$ cat src/rtl/score_formatter.sv
// rtl/score_formatter.sv - percent-correct divider, BCD converter and 7-seg driver
//
// Ports:
//   clk        system clock, all state on rising edge
//   resetn     asynchronous reset, active-high (1 = reset)
//   upd        1-cycle pulse, correct/incorrect valid, start a format pass
//   correct    correct-answer count (clamped to 99)
//   incorrect  incorrect-answer count (clamped to 99)
//   busy       pass in progress
//   done       1-cycle pulse, outputs just updated
//   percent    floor(100*c/(c+i)), 0 when c+i==0
//   hex5,hex4  correct tens/ones, active-low gfedcba
//   hex3,hex2  incorrect tens/ones
//   hex1,hex0  percent tens/ones (display saturates at 99)
module score_formatter #(
  parameter int CNT_W = 7,
  parameter int DIV_W = 14
) (
  input  logic             clk,
  input  logic             resetn,
  input  logic             upd,
  input  logic [CNT_W-1:0] correct,
  input  logic [CNT_W-1:0] incorrect,
  output logic             busy,
  output logic             done,
  output logic [6:0]       percent,
  output logic [6:0]       hex5,
  output logic [6:0]       hex4,
  output logic [6:0]       hex3,
  output logic [6:0]       hex2,
  output logic [6:0]       hex1,
  output logic [6:0]       hex0
);

  typedef enum logic [1:0] {IDLE, DIV, BCD, OUT} state_t;

  localparam logic [4:0] DIV_LAST = 5'(DIV_W - 1);

  state_t           state_q, state_d;
  logic             pending_q;
  logic [4:0]       cnt_q;
  logic [2:0]       k_q;
  logic [1:0]       sel_q;
  logic [6:0]       c_q, i_q;
  logic [7:0]       total_q;
  logic [DIV_W-1:0] num_q;
  logic [7:0]       rem_q;
  logic [7:0]       bcd_q;
  logic [6:0]       bin_q;
  logic [7:0]       bcd_c_q, bcd_i_q, bcd_p_q;

  function automatic logic [6:0] clamp99(input logic [CNT_W-1:0] v);
    return (v > CNT_W'(99)) ? 7'd99 : 7'(v);
  endfunction

  function automatic logic [6:0] seg(input logic [3:0] d);
    case (d)
      4'd0:    return 7'h40;
      4'd1:    return 7'h79;
      4'd2:    return 7'h24;
      4'd3:    return 7'h30;
      4'd4:    return 7'h19;
      4'd5:    return 7'h12;
      4'd6:    return 7'h02;
      4'd7:    return 7'h78;
      4'd8:    return 7'h00;
      4'd9:    return 7'h10;
      default: return 7'h7F;
    endcase
  endfunction

  function automatic logic [6:0] seg_tens(input logic [3:0] d);
    return (d == 4'd0) ? 7'h7F : seg(d);
  endfunction

  // A new pass starts from IDLE on either a fresh upd or one that arrived while busy.
  logic capture;
  assign capture = (state_q == IDLE) && (upd || pending_q);
  assign busy    = (state_q != IDLE);

  // Restoring division step: quotient bits shift into num_q from the LSB, so
  // num_q holds the quotient once all DIV_W steps have run.
  logic [8:0] rem_sh;
  logic [9:0] diff;
  logic       q_bit;
  assign rem_sh = {rem_q, num_q[DIV_W-1]};
  assign diff   = {1'b0, rem_sh} - {2'b00, total_q};
  assign q_bit  = (total_q != 8'd0) && !diff[9];

  // Double-dabble step; k_q==0 begins a fresh operand with a cleared BCD field.
  logic [6:0] pct_disp, operand, bin_src;
  logic [7:0] bcd_src, adj, bcd_nx;
  assign pct_disp = (num_q[6:0] > 7'd99) ? 7'd99 : num_q[6:0];
  always_comb begin
    operand = pct_disp;
    if (sel_q == 2'd0) operand = c_q;
    else if (sel_q == 2'd1) operand = i_q;
  end
  assign bcd_src   = (k_q == 3'd0) ? 8'd0 : bcd_q;
  assign bin_src   = (k_q == 3'd0) ? operand : bin_q;
  assign adj[3:0]  = (bcd_src[3:0] >= 4'd5) ? bcd_src[3:0] + 4'd3 : bcd_src[3:0];
  assign adj[7:4]  = (bcd_src[7:4] >= 4'd5) ? bcd_src[7:4] + 4'd3 : bcd_src[7:4];
  assign bcd_nx    = {adj[6:0], bin_src[6]};

  always_ff @(posedge clk or posedge resetn) begin
    if (resetn) state_q <= IDLE;
    else        state_q <= state_d;
  end

  always_comb begin
    state_d = state_q;
    case (state_q)
      IDLE: if (capture) state_d = DIV;
      DIV:  if (cnt_q == DIV_LAST) state_d = BCD;
      BCD:  if (sel_q == 2'd2 && k_q == 3'd6) state_d = OUT;
      OUT:  state_d = IDLE;
      default: state_d = IDLE;
    endcase
  end

  always_ff @(posedge clk or posedge resetn) begin
    if (resetn) begin
      pending_q <= 1'b0;
      done      <= 1'b0;
      cnt_q     <= '0;
      k_q       <= '0;
      sel_q     <= '0;
      c_q       <= '0;
      i_q       <= '0;
      total_q   <= '0;
      num_q     <= '0;
      rem_q     <= '0;
      bcd_q     <= '0;
      bin_q     <= '0;
      bcd_c_q   <= '0;
      bcd_i_q   <= '0;
      bcd_p_q   <= '0;
      percent   <= '0;
      hex5      <= 7'h7F;
      hex4      <= 7'h40;
      hex3      <= 7'h7F;
      hex2      <= 7'h40;
      hex1      <= 7'h7F;
      hex0      <= 7'h40;
    end else begin
      done <= (state_q == OUT);
      if (upd && state_q != IDLE) pending_q <= 1'b1;
      else if (capture)           pending_q <= 1'b0;

      case (state_q)
        IDLE: if (capture) begin
          c_q     <= clamp99(correct);
          i_q     <= clamp99(incorrect);
          total_q <= {1'b0, clamp99(correct)} + {1'b0, clamp99(incorrect)};
          num_q   <= DIV_W'(clamp99(correct)) * DIV_W'(100);
          rem_q   <= '0;
          cnt_q   <= '0;
          k_q     <= '0;
          sel_q   <= '0;
        end
        DIV: begin
          rem_q <= q_bit ? diff[7:0] : rem_sh[7:0];
          num_q <= {num_q[DIV_W-2:0], q_bit};
          cnt_q <= cnt_q + 5'd1;
        end
        BCD: begin
          bcd_q <= bcd_nx;
          bin_q <= {bin_src[5:0], 1'b0};
          if (k_q == 3'd6) begin
            k_q   <= '0;
            sel_q <= sel_q + 2'd1;
            case (sel_q)
              2'd0:    bcd_c_q <= bcd_nx;
              2'd1:    bcd_i_q <= bcd_nx;
              default: bcd_p_q <= bcd_nx;
            endcase
          end else begin
            k_q <= k_q + 3'd1;
          end
        end
        OUT: begin
          percent <= num_q[6:0];
          hex5    <= seg_tens(bcd_c_q[7:4]);
          hex4    <= seg(bcd_c_q[3:0]);
          hex3    <= seg_tens(bcd_i_q[7:4]);
          hex2    <= seg(bcd_i_q[3:0]);
          hex1    <= seg_tens(bcd_p_q[7:4]);
          hex0    <= seg(bcd_p_q[3:0]);
        end
        default: ;
      endcase
    end
  end

endmodule
$ cat config.mk
export PLATFORM = sky130hd
export DESIGN_NAME = score_formatter
export DESIGN_NICKNAME = d
export VERILOG_FILES = /design/src/rtl/score_formatter.sv
export SDC_FILE = /design/constraint.sdc
export NUM_CORES = 1
export LEC_CHECK = 0
export ABC_AREA = 1
export CAP_MARGIN = 20
export CORE_AREA = 8 8 172 93
export CTS_CLUSTER_DIAMETER = 200
export DETAILED_ROUTE_END_ITERATION = 8
export DIE_AREA = 0 0 180 101
export HOLD_SLACK_MARGIN = 0.06
export PLACE_DENSITY_LB_ADDON = 0.08
export SLEW_MARGIN = 20
export SYNTH_ARGS = -nofsm -noshare
export SYNTH_HDL_FRONTEND = slang
export SYNTH_SLANG_ARGS = --single-unit
$ cat constraint.sdc
create_clock -name clk -period 14.8 [get_ports clk]
set_clock_uncertainty 0.2 [all_clocks]
set_input_delay 2.96 -clock clk [delete_from_list [all_inputs] [get_ports clk]]
set_output_delay 2.96 -clock clk [all_outputs]
set_load 0.1 [all_outputs]
==> load_flow_metrics.sql, run 1 <==
INSERT INTO impl_metrics (metric_group, metric, value, unit) VALUES
('timing', 'tightest_slew', '1.03', 'ns'),
('floorplanning', 'boundaryPins', '68', ''),
('global_routing', 'grt_antenna_before_repair', '0', ''),
('floorplanning', 'die_y', '101', 'µm'),
('cts', 'clock_path_buffers', '2', ''),
('cts', 'number_of_clock_sinks_seen_by_cts', '145', ''),
('detailed_routing', 'count_of_vias_placed_by_the_detailed_router', '7300', ''),
('detailed_routing', 'drt_first_iter_violations', '813', ''),
('yosys', 'compound_gate_portion_of_the_synthesized_area', '0.154', ''),
('cts', 'cts_hold_buffers', '0', ''),
('cts', 'postCtsSetupRepairBufs', '0', ''),
('yosys', 'synth_enable_flop_cells', '0', ''),
('yosys', 'synthXorXnorAreaFrac', '0.00722', ''),
('layout', 'final_cells', '1303', ''),
('worst_setup_path', 'critPathRequiredTime', '14.91', 'ns'),
('yosys', 'postSynth.topFlopCell', 'dfrtp_1', ''),
('job', 'max_cap_viol_count', '0', ''),
('floorplanning', 'die_span_in_x', '180', 'µm'),
('global_routing', 'grt_pass1_vias', '6839', ''),
('yosys', 'post_synth_instance_area', '8490', 'µm²'),
('power_and_ir_drop', 'power.leakage', '4.88', 'nW'),
('yosys', 'synthMuxAreaShare', '0', ''),
('timing', 'drv_slew', '0', ''),
('cts', 'root_buffer', 'clkbuf_16', ''),
('worst_setup_path', 'critical_path.max_fanout', '6', ''),
('timing', 'min_period', '6.30', 'ns'),
('layout', 'fin_nets', '1213', ''),
('timing', 'report.final.hold_viol_count', '0', ''),
('global_routing', 'grt_pass1_wl', '35300', 'µm'),
('cts', 'tritoncts', 'built', ''),
('detailed_routing', 'route.detailed.vias_per_inst', '5.60', ''),
('detailed_routing', 'detailed_routed_wire_length_on_met3', '1820', 'µm'),
('global_routing', 'global_route.overflow_total', '0', ''),
('yosys', 'synthDistinctLibCells', '44', ''),
('layout', 'drive_above_1_share', '0.0749', ''),
('cts', 'tritoncts_buffer_count', '17', ''),
('yosys', 'simple_gate_share_of_the_synthesized_area', '0.199', ''),
('yosys', 'synth_register_bits', '145', ''),
('timing', 'setup_viol_count_final', '0', ''),
('cts', 'clk_pin_slew', '0.07', 'ns'),
('yosys', 'synthAdderAreaFrac', '0.132', ''),
('detailed_routing', 'route.detailed.drc', '0', ''),
('floorplanning', 'die_area', '18200', 'µm²'),
('power_and_ir_drop', 'ir_drop_worst_case_vdd', '0.000133', 'V'),
('run_status', 'result_of_the_run', 'finished clean', ''),
('detailed_routing', 'postRouteWirelength', '21100', 'µm'),
('layout', 'area_growth_syn_to_layout', '16.5', '%'),
('timing', 'timing.setup.tns', '0', 'ns'),
('floorplanning', 'placementRows', '31', ''),
('cts', 'cts_repair_resize_count', '0', ''),
('yosys', 'synthesis.area_per_instance', '8.11', 'µm²'),
('worst_setup_path', 'worst_setup_start_kind', 'input port', ''),
('placement', 'place.detailed.hpwl', '15400', 'µm'),
('floorplanning', 'design.core.area', '13800', 'µm²'),
('yosys', 'syn_nets', '1151', ''),
('global_routing', 'track_usage', '0.239', ''),
('detailed_routing', 'detailedRoute.firstPassIterationCount', '6', ''),
('worst_setup_path', 'setup.worst_path.class', 'input port to flip-flop', ''),
('timing', 'unrepaired_setup_endpoints_after_global_routing', 'false', ''),
('yosys', 'dominant_combinational_cell_family_by_area_after_synthesis', 'simple AND/OR/NAND/NOR gates', ''),
('floorplanning', 'floorplan.initialDensity', '0.617', ''),
('global_routing', 'grt_start_max_net_pins', '88', ''),
('placement', 'gp_routability_congestion', '0.887', ''),
('timing', 'fmaxAchievable', '159', 'MHz'),
('hold_path', 'timing.hold.worst.class', 'flip-flop to flip-flop', ''),
('yosys', 'synth.yosys.seq_area_share', '0.431', ''),
('yosys', 'syn_inst', '1047', ''),
('cts', 'clock_insertion_delay_worst_skew', '0.42', 'ns'),
('placement', 'placed_instances', '1271', ''),
('detailed_routing', 'routedLengthMet1', '11100', 'µm'),
('worst_setup_path', 'critical_path.endpoint_type', 'flip-flop', '');
[routing by layer]
layer / GRT usage / vias up
li1: - / 3575
met1: 0.371 / 3448
met2: 0.313 / 254
met3: 0.0705 / 23
met4: 0.0528 / 0
met5: 0 / -
[through the flow]
stage               cell area [µm²]  setup WS [ns]   util  hold slack (ns)
detailed placement             9300           8.10  0.676            0.262
global route                   9900           8.26  0.719            0.307
global placement               9300           8.26  0.676            0.258
finish                         9900           8.50  0.719            0.272
floorplan                      8490           7.79      -            0.237
CTS                            9900           8.53  0.719            0.277
[power by group]
group / total (mW) / switching, mW / internal (mW)
Clock: 0.434 / 0.187 / 0.247
Combinational: 1.26 / 0.919 / 0.342
Sequential: 0.657 / 0.102 / 0.554
Total: 2.35 / 1.21 / 1.14
[layout make-up]
type                    instances  area (µm²)
flip-flops and latches        145        3660
clock inverters                14         141
well taps                     181         226
fillers                      1098        3870
repair buffers                 71         701
inverters                     143         542
multi-input cells             731        4180
clock buffers                  18         450
[state kept, by name (all words and copies together), names as in the netlist, 2 cells and up]
| name | flops |
|---|---|
| hex3 | 7 |
| i_q | 7 |
| hex2 | 7 |
| bcd_i_q | 8 |
| hex1 | 7 |
| total_q | 8 |
| hex5 | 7 |
| num_q | 14 |
| hex4 | 7 |
| k_q | 3 |
| bin_q | 6 |
| state_q | 2 |
| cnt_q | 5 |
| bcd_q | 8 |
| bcd_c_q | 8 |
| c_q | 7 |
| sel_q | 2 |
| hex0 | 7 |
| percent | 7 |
| rem_q | 8 |
| bcd_p_q | 8 |
[worst max-delay path: stages]
cell and delay, ns:
clkdlybuf4s50_1 0.52, nand2_1 0.13, a21oi_1 0.08, nor2_1 0.38, ha_1 0.33, ha_1 0.28, inv_1 0.05, fa_1 0.49
inv_1 0.04, ha_1 0.36, nand3_1 0.14, nand3_1 0.16, nand3_1 0.12, nand3_1 0.10, nand2_1 0.05, o21ai_0 0.16
nand2_1 0.06
[path summary, 6_finish.rpt]
check,startpoint,end,slack (ns),cells past startpoint
max in group asynchronous,resetn,bcd_i_q[6],10.27,3
min reg2reg,c_q[4],c_q[4],0.27,2
max reg2reg,state_q[1],num_q[2],11.70,7
max,correct[5],num_q[13],8.50,17
min in group asynchronous,resetn,hex0[3],2.86,2
min,c_q[4],c_q[4],0.27,2
[cell families (layout without fill, tap and decap cells)]
| family | after synthesis | count (layout) |
|---|---|---|
| flops | 145 | 145 |
| fa+ha+maj | 87 | 87 |
| buf+inv | 171 | 246 |
| simple gates | 397 | 397 |
| xor+xnor | 7 | 7 |
| compound gates | 240 | 240 |
[cell usage in the layout (no fill, tap or decap), types with 2 or more instances in the layout]
cell / instances
clkinv_4: 3
nand2_2: 3
nor4_1: 2
fa_1: 4
a21o_1: 2
nand3_1: 82
xor2_1: 4
clkbuf_16: 18
o21bai_1: 3
dfstp_2: 24
o22a_1: 6
nand4_1: 8
a21oi_1: 98
xnor2_1: 3
inv_8: 3
inv_6: 4
dfrtp_1: 121
nand2_1: 209
ha_1: 83
inv_2: 3
o22ai_1: 9
clkinv_1: 4
buf_4: 4
or2_2: 10
o211ai_1: 12
inv_4: 2
nor2_1: 76
o21a_1: 3
clkdlybuf4s50_1: 67
o21ai_0: 97
inv_1: 135
o21ai_1: 2
[synth_stat cells (6+ instances only)]
master,n,share of area
dfstp_2,24,0.074
inv_1,136,0.060
nor2_1,76,0.034
nand4_1,8,0.0059
o22ai_1,9,0.0066
dfrtp_1,121,0.36
or2_2,10,0.0074
o211ai_1,12,0.011
ha_1,83,0.12
a21oi_1,98,0.058
nand3_1,82,0.048
o21ai_0,97,0.057
buf_2,8,0.0047
clkbuf_1,16,0.0071
nand2_1,209,0.092
o22a_1,6,0.0062
(Power assumes the default switching activity.)
==> run 2: changes to the inputs <==
Settings changed: CORE_AREA 8 8 172 93 to 8 8 189 101, DIE_AREA 0 0 180 101 to 0 0 197 109.
Clock period 14.8 ns to 5.35 ns, I/O delays scaled along.
==> load_flow_metrics.sql, run 2 (synthesis gave the netlist of run 1 again) <==
INSERT INTO impl_metrics (metric_group, metric, value, unit) VALUES
('cts', 'cts_repair_resize_count', '0', ''),
('timing', 'worst_hold_slack', '0.284', 'ns'),
('global_routing', 'track_usage', '0.206', ''),
('layout', 'fin_nets', '1215', ''),
('floorplanning', 'boundaryPins', '68', ''),
('worst_setup_path', 'timing.critical_path.slowest_cell_delay', '0.54', 'ns'),
('layout', 'antenna_cells_inserted', '0', ''),
('global_routing', 'grt_start_max_net_pins', '91', ''),
('cts', 'clock_path_buffers', '2', ''),
('detailed_routing', 'count_of_vias_placed_by_the_detailed_router', '7151', ''),
('layout', 'fillers', '1504', ''),
('global_routing', 'grt_pass1_vias', '6703', ''),
('job', 'max_cap_viol_count', '0', ''),
('layout', 'drive_above_1_share', '0.0756', ''),
('worst_setup_path', 'worst_setup_path_startpoint', 'correct[5]', ''),
('detailed_routing', 'postRouteWirelength', '21200', 'µm'),
('worst_setup_path', 'critical_path.max_fanout', '6', ''),
('worst_setup_path', 'reg2regPathDepth', '7', ''),
('layout', 'layout.cells.most_common_list', 'nand2_1 (209), inv_1 (135), dfrtp_1 (121)', ''),
('timing', 'relSlewSlack', '0.311', ''),
('timing', 'fmaxAchievable', '226', 'MHz'),
('timing', 'unrepaired_setup_endpoints_after_global_routing', 'false', ''),
('power_and_ir_drop', 'power_per_cell_area', '652', 'nW/µm²'),
('floorplanning', 'placementRows', '34', ''),
('detailed_routing', 'route.detailed.vias_per_inst', '5.27', ''),
('cts', 'clk_pin_slew', '0.06', 'ns'),
('global_routing', 'grt_antenna_before_repair', '0', ''),
('layout', 'largest_reg_flops', '14', ''),
('worst_setup_path', 'timing.critical_path.cells', 'clkdlybuf4s50_1, nand2_1, inv_1, nor2_1, ha_1, ha_1, inv_1, fa_1, inv_1, ha_1, nand3_1, nand3_1, nand3_1, nand3_1, nand2_1, o21ai_0, nand2_1', ''),
('cts', 'clock_insertion_delay_worst_skew', '0.41', 'ns'),
('timing', 'drv_slew', '0', ''),
('worst_setup_path', 'critPathMostFrequentCell', 'nand3_1', ''),
('worst_setup_path', 'critical_path.endpoint_type', 'flip-flop', ''),
('floorplanning', 'floorplan.initialDensity', '0.509', ''),
('hold_path', 'hp-start', 'percent[1]', ''),
('placement', 'gp_routability_congestion', '0.879', ''),
('layout', 'ff_latch_area', '3660', 'µm²'),
('run_status', 'result_of_the_run', 'finished clean', ''),
('worst_setup_path', 'reg2reg_setup_slack', '2.39', 'ns'),
('placement', 'cell_area_placed', '9390', 'µm²'),
('layout', 'area_growth_syn_to_layout', '17.5', '%'),
('detailed_routing', 'detailedRoute.firstPassIterationCount', '5', ''),
('layout', 'multi_input_gate_area', '4180', 'µm²'),
('floorplanning', 'die_y', '109', 'µm'),
('cts', 'tritoncts', 'built', ''),
('timing', 'setup_viol_count_final', '0', ''),
('placement', 'place.port_buffers', '67', ''),
('timing', 'timing.setup.tns', '0', 'ns'),
('worst_setup_path', 'arrival', '4.53', 'ns'),
('layout', 'max_flop_register', 'num_q', ''),
('timing', 'tightest_slew', '1.03', 'ns'),
('placement', 'place.detailed.hpwl', '15700', 'µm'),
('detailed_routing', 'route.detailed.drc', '0', ''),
('layout', 'fin_area', '9980', 'µm²'),
('hold_path', 'timing.hold.worst.class', 'flip-flop to flip-flop', ''),
('detailed_routing', 'antenna_left', '0', ''),
('floorplanning', 'design.core.area', '16700', 'µm²'),
('cts', 'cts_hold_buffers', '0', ''),
('timing', 'post-route-period-util', '0.828', ''),
('detailed_routing', 'wire_per_inst', '15.6', 'µm'),
('timing', 'min_period', '4.43', 'ns'),
('cts', 'tritoncts_buffer_count', '17', ''),
('worst_setup_path', 'worst_setup_start_kind', 'input port', ''),
('detailed_routing', 'drt_first_iter_violations', '631', ''),
('layout', 'layout.cells.most_common', 'nand2_1', ''),
('worst_setup_path', 'critPathRequiredTime', '5.45', 'ns'),
('power_and_ir_drop', 'finalPower', '6.51', 'mW'),
('cts', 'root_buffer', 'clkbuf_16', ''),
('timing', 'report.final.hold_viol_count', '0', ''),
('cts', 'postCtsSetupRepairBufs', '0', ''),
('floorplanning', 'die_area', '21500', 'µm²'),
('hold_path', 'whs_path_depth', '2', ''),
('cts', 'cts_htree_levels', '4', ''),
('cts', 'number_of_clock_sinks_seen_by_cts', '145', ''),
('worst_setup_path', 'setup.worst_path.class', 'input port to flip-flop', ''),
('worst_setup_path', 'critPathSlowestCell', 'clkdlybuf4s50_1', ''),
('power_and_ir_drop', 'ir_drop_worst_case_vdd', '0.000367', 'V'),
('global_routing', 'global_route.overflow_total', '0', ''),
('power_and_ir_drop', 'power.leakage', '4.88', 'nW'),
('floorplanning', 'die_span_in_x', '197', 'µm'),
('worst_setup_path', 'timing.rr.start', 'state_q[1]', ''),
('global_routing', 'grt_pass1_wl', '35500', 'µm');
run 2: final timing paths:
kind	end
max reg2reg	num_q[2]
min in group asynchronous	hex0[3]
max in group asynchronous	hex3[6]
max	num_q[13]
min	percent[1]
min reg2reg	percent[1]
run 2: per-stage QoR:
stage          setup WS [ns]  cells  utilization
2_1_floorplan          0.225   1047            -
3_3_place_gp           0.697   1326        0.563
3_5_place_dp           0.582   1326        0.563
4_1_cts                0.996   1358        0.599
5_1_grt                0.748   1358        0.599
6_report               0.918   1358        0.599
run 2: final cells by class:
cell class / instances / share of cell area
multi-input combinational: 731 / 0.418
sequential: 145 / 0.366
inverter: 143 / 0.0543
timing repair buffer: 73 / 0.0717
tap: 234 / 0.0293
clock inverter: 11 / 0.0128
clock buffer: 21 / 0.0471
run 2: routing by layer:
layer  wire (µm)  part of all wire  track usage
met1       12000              0.57        0.340
met2        7600              0.36        0.254
met3        1510             0.071       0.0518
met4         121            0.0057       0.0459
met5           0                 0            0
run 2: power by group:
part           total (mW)  switching (mW)  leakage (nW)  internal, mW
clock network        1.21           0.483         0.286         0.728
logic                3.50            2.55          2.80         0.948
registers            1.81           0.274          1.80          1.53
total                6.51            3.30          4.88          3.21
run 2: worst max-delay path: cells and delay by family:
kind / cells / cell delay, ns
adder cells (fa/ha/maj): 4 / 1.48
AND/OR/NAND/NOR: 8 / 1.14
buffers and inverters: 4 / 0.69
AO/OA/AOI/OAI: 1 / 0.15
==> run 3: changes to the inputs <==
Settings changed: CORE_AREA 8 8 189 101 to 8 8 179 96, DIE_AREA 0 0 197 109 to 0 0 187 104.
Clock period 5.35 ns to 4.3 ns, I/O delays scaled along.
==> load_flow_metrics.sql, run 3 (synthesis gave the netlist of run 1 again) <==
INSERT INTO impl_metrics (metric_group, metric, value, unit) VALUES
('layout', 'max_flop_register', 'num_q', ''),
('timing', 'post-route-period-util', '0.914', ''),
('timing', 'timing.setup.tns', '0', 'ns'),
('cts', 'tritoncts_buffer_count', '17', ''),
('cts', 'root_buffer', 'clkbuf_16', ''),
('cts', 'cts_htree_levels', '4', ''),
('floorplanning', 'boundaryPins', '68', ''),
('layout', 'area_growth_syn_to_layout', '18.1', '%'),
('layout', 'layout.cells.most_common_list', 'nand2_1 (209), inv_1 (135), dfrtp_1 (121)', ''),
('detailed_routing', 'postRouteWirelength', '21100', 'µm'),
('cts', 'number_of_clock_sinks_seen_by_cts', '145', ''),
('global_routing', 'track_usage', '0.224', ''),
('timing', 'worst_hold_slack', '0.283', 'ns'),
('cts', 'cts_repair_resize_count', '0', ''),
('power_and_ir_drop', 'power.leakage', '4.95', 'nW'),
('detailed_routing', 'route.detailed.drc', '0', ''),
('worst_setup_path', 'setup.worst_path.class', 'input port to flip-flop', ''),
('worst_setup_path', 'critical_path.max_fanout', '6', ''),
('global_routing', 'grt_start_max_net_pins', '78', ''),
('global_routing', 'grt_pass1_vias', '6820', ''),
('layout', 'fin_area', '10000', 'µm²'),
('worst_setup_path', 'arrival', '4.03', 'ns'),
('worst_setup_path', 'timing.critical_path.slowest_cell_delay', '0.50', 'ns'),
('timing', 'relSlewSlack', '0.313', ''),
('worst_setup_path', 'critPathSlowestCell', 'fa_1', ''),
('layout', 'ff_latch_area', '3660', 'µm²'),
('cts', 'clock_insertion_delay_worst_skew', '0.42', 'ns'),
('detailed_routing', 'antenna_left', '0', ''),
('cts', 'clk_pin_slew', '0.06', 'ns'),
('layout', 'largest_reg_flops', '14', ''),
('worst_setup_path', 'worst_setup_start_kind', 'input port', ''),
('detailed_routing', 'route.detailed.vias_per_inst', '5.43', ''),
('worst_setup_path', 'critical_path.endpoint_type', 'flip-flop', ''),
('placement', 'place.detailed.hpwl', '15700', 'µm'),
('timing', 'fmaxAchievable', '254', 'MHz'),
('timing', 'tightest_slew', '1.03', 'ns'),
('layout', 'fillers', '1288', ''),
('power_and_ir_drop', 'ir_drop_worst_case_vdd', '0.000353', 'V'),
('worst_setup_path', 'critPathMostFrequentCell', 'nand3_1', ''),
('detailed_routing', 'count_of_vias_placed_by_the_detailed_router', '7280', ''),
('layout', 'drive_above_1_share', '0.0854', ''),
('floorplanning', 'die_span_in_x', '187', 'µm'),
('floorplanning', 'die_area', '19400', 'µm²'),
('power_and_ir_drop', 'finalPower', '8.08', 'mW'),
('timing', 'min_period', '3.93', 'ns'),
('layout', 'post-route-util', '0.675', ''),
('worst_setup_path', 'path_delay_family', 'adder cells', ''),
('timing', 'report.final.hold_viol_count', '0', ''),
('global_routing', 'grt_pass1_wl', '36000', 'µm'),
('timing', 'drv_slew', '0', ''),
('detailed_routing', 'wire_per_inst', '15.8', 'µm'),
('worst_setup_path', 'critPathBufInv', '3', ''),
('timing', 'setup_viol_count_final', '0', ''),
('layout', 'layout.cells.most_common', 'nand2_1', ''),
('layout', 'multi_input_gate_area', '4180', 'µm²'),
('floorplanning', 'design.core.area', '14900', 'µm²'),
('layout', 'fin_nets', '1227', ''),
('placement', 'gp_routability_congestion', '0.881', ''),
('floorplanning', 'placementRows', '32', ''),
('placement', 'cell_area_placed', '9460', 'µm²'),
('power_and_ir_drop', 'power_per_cell_area', '806', 'nW/µm²'),
('global_routing', 'grt_antenna_before_repair', '0', ''),
('detailed_routing', 'drt_first_iter_violations', '689', ''),
('cts', 'cts_hold_buffers', '0', ''),
('worst_setup_path', 'timing.critical_path.cells', 'clkdlybuf4s50_1, nand2_1, a21oi_1, nor2_1, ha_1, ha_1, inv_1, fa_1, inv_1, ha_1, nand3_1, nand3_1, nand3_1, nand3_1, nand2_1, o21ai_0, nand2_1', ''),
('job', 'max_cap_viol_count', '0', ''),
('placement', 'place.port_buffers', '67', ''),
('layout', 'antenna_cells_inserted', '0', ''),
('detailed_routing', 'detailedRoute.firstPassIterationCount', '5', ''),
('cts', 'clock_path_buffers', '2', ''),
('worst_setup_path', 'critPathRequiredTime', '4.41', 'ns'),
('hold_path', 'timing.hold.worst.class', 'flip-flop to flip-flop', ''),
('global_routing', 'global_route.overflow_total', '0', ''),
('cts', 'postCtsSetupRepairBufs', '0', ''),
('cts', 'tritoncts', 'built', ''),
('run_status', 'result_of_the_run', 'finished clean', ''),
('floorplanning', 'floorplan.initialDensity', '0.572', ''),
('floorplanning', 'die_y', '104', 'µm'),
('timing', 'unrepaired_setup_endpoints_after_global_routing', 'false', '');
-- run 3: worst paths after layout --
kind                              endpoint  slack (ns)  cells past startpoint       start
max in group asynchronous          hex3[2]        2.78                      3      resetn
worst max-delay path             num_q[13]        0.37                     17  correct[5]
min in group asynchronous          hex0[0]        0.72                      3      resetn
worst min-delay path            percent[5]        0.28                      2  percent[5]
worst max register to register  bcd_c_q[6]        1.63                     12      k_q[1]
worst min register to register  percent[5]        0.28                      2  percent[5]
-- run 3: area by class of cell --
cell class,count,area share
Multi-Input combinational cell,731,0.416
Sequential cell,145,0.365
Timing Repair Buffer,85,0.0826
Inverter,143,0.0539
Clock buffer,24,0.0523
Tap cell,204,0.0254
Clock inverter,8,0.00474
-- run 3: worst register-to-register path: stages (launching register included) --
cell and delay [ns]:
dfrtp_1 0.46, nor3_4 0.38, inv_2 0.24, nand2_1 0.18, ha_1 0.20, inv_1 0.06, o21ai_0 0.15, nand2_1 0.09
nand2_1 0.12, nand3_1 0.08, o21ai_0 0.19, nand2_1 0.11, o21ai_0 0.12
-- run 3: where the power goes --
part           internal [mW]  switching [mW]
Combinational           1.21            3.18
Clock                  0.851           0.572
Sequential              1.91           0.357
Total                   3.97            4.11
-- run 3: layer usage --
layer	vias up	global-route usage	wire length, µm
li1	3609	-	-
met4	0	0.0490	175
met5	-	0	0
met2	225	0.283	7860
met1	3428	0.363	11500
met3	18	0.0582	1580
-- run 3: metrics by stage --
stage	instances	setup WS, ns
2_1_floorplan	1047	0.667
3_3_place_gp	1308	0.0476
3_5_place_dp	1308	-0.0307
4_1_cts	1340	0.404
5_1_grt	1340	0.214
6_report	1340	0.371
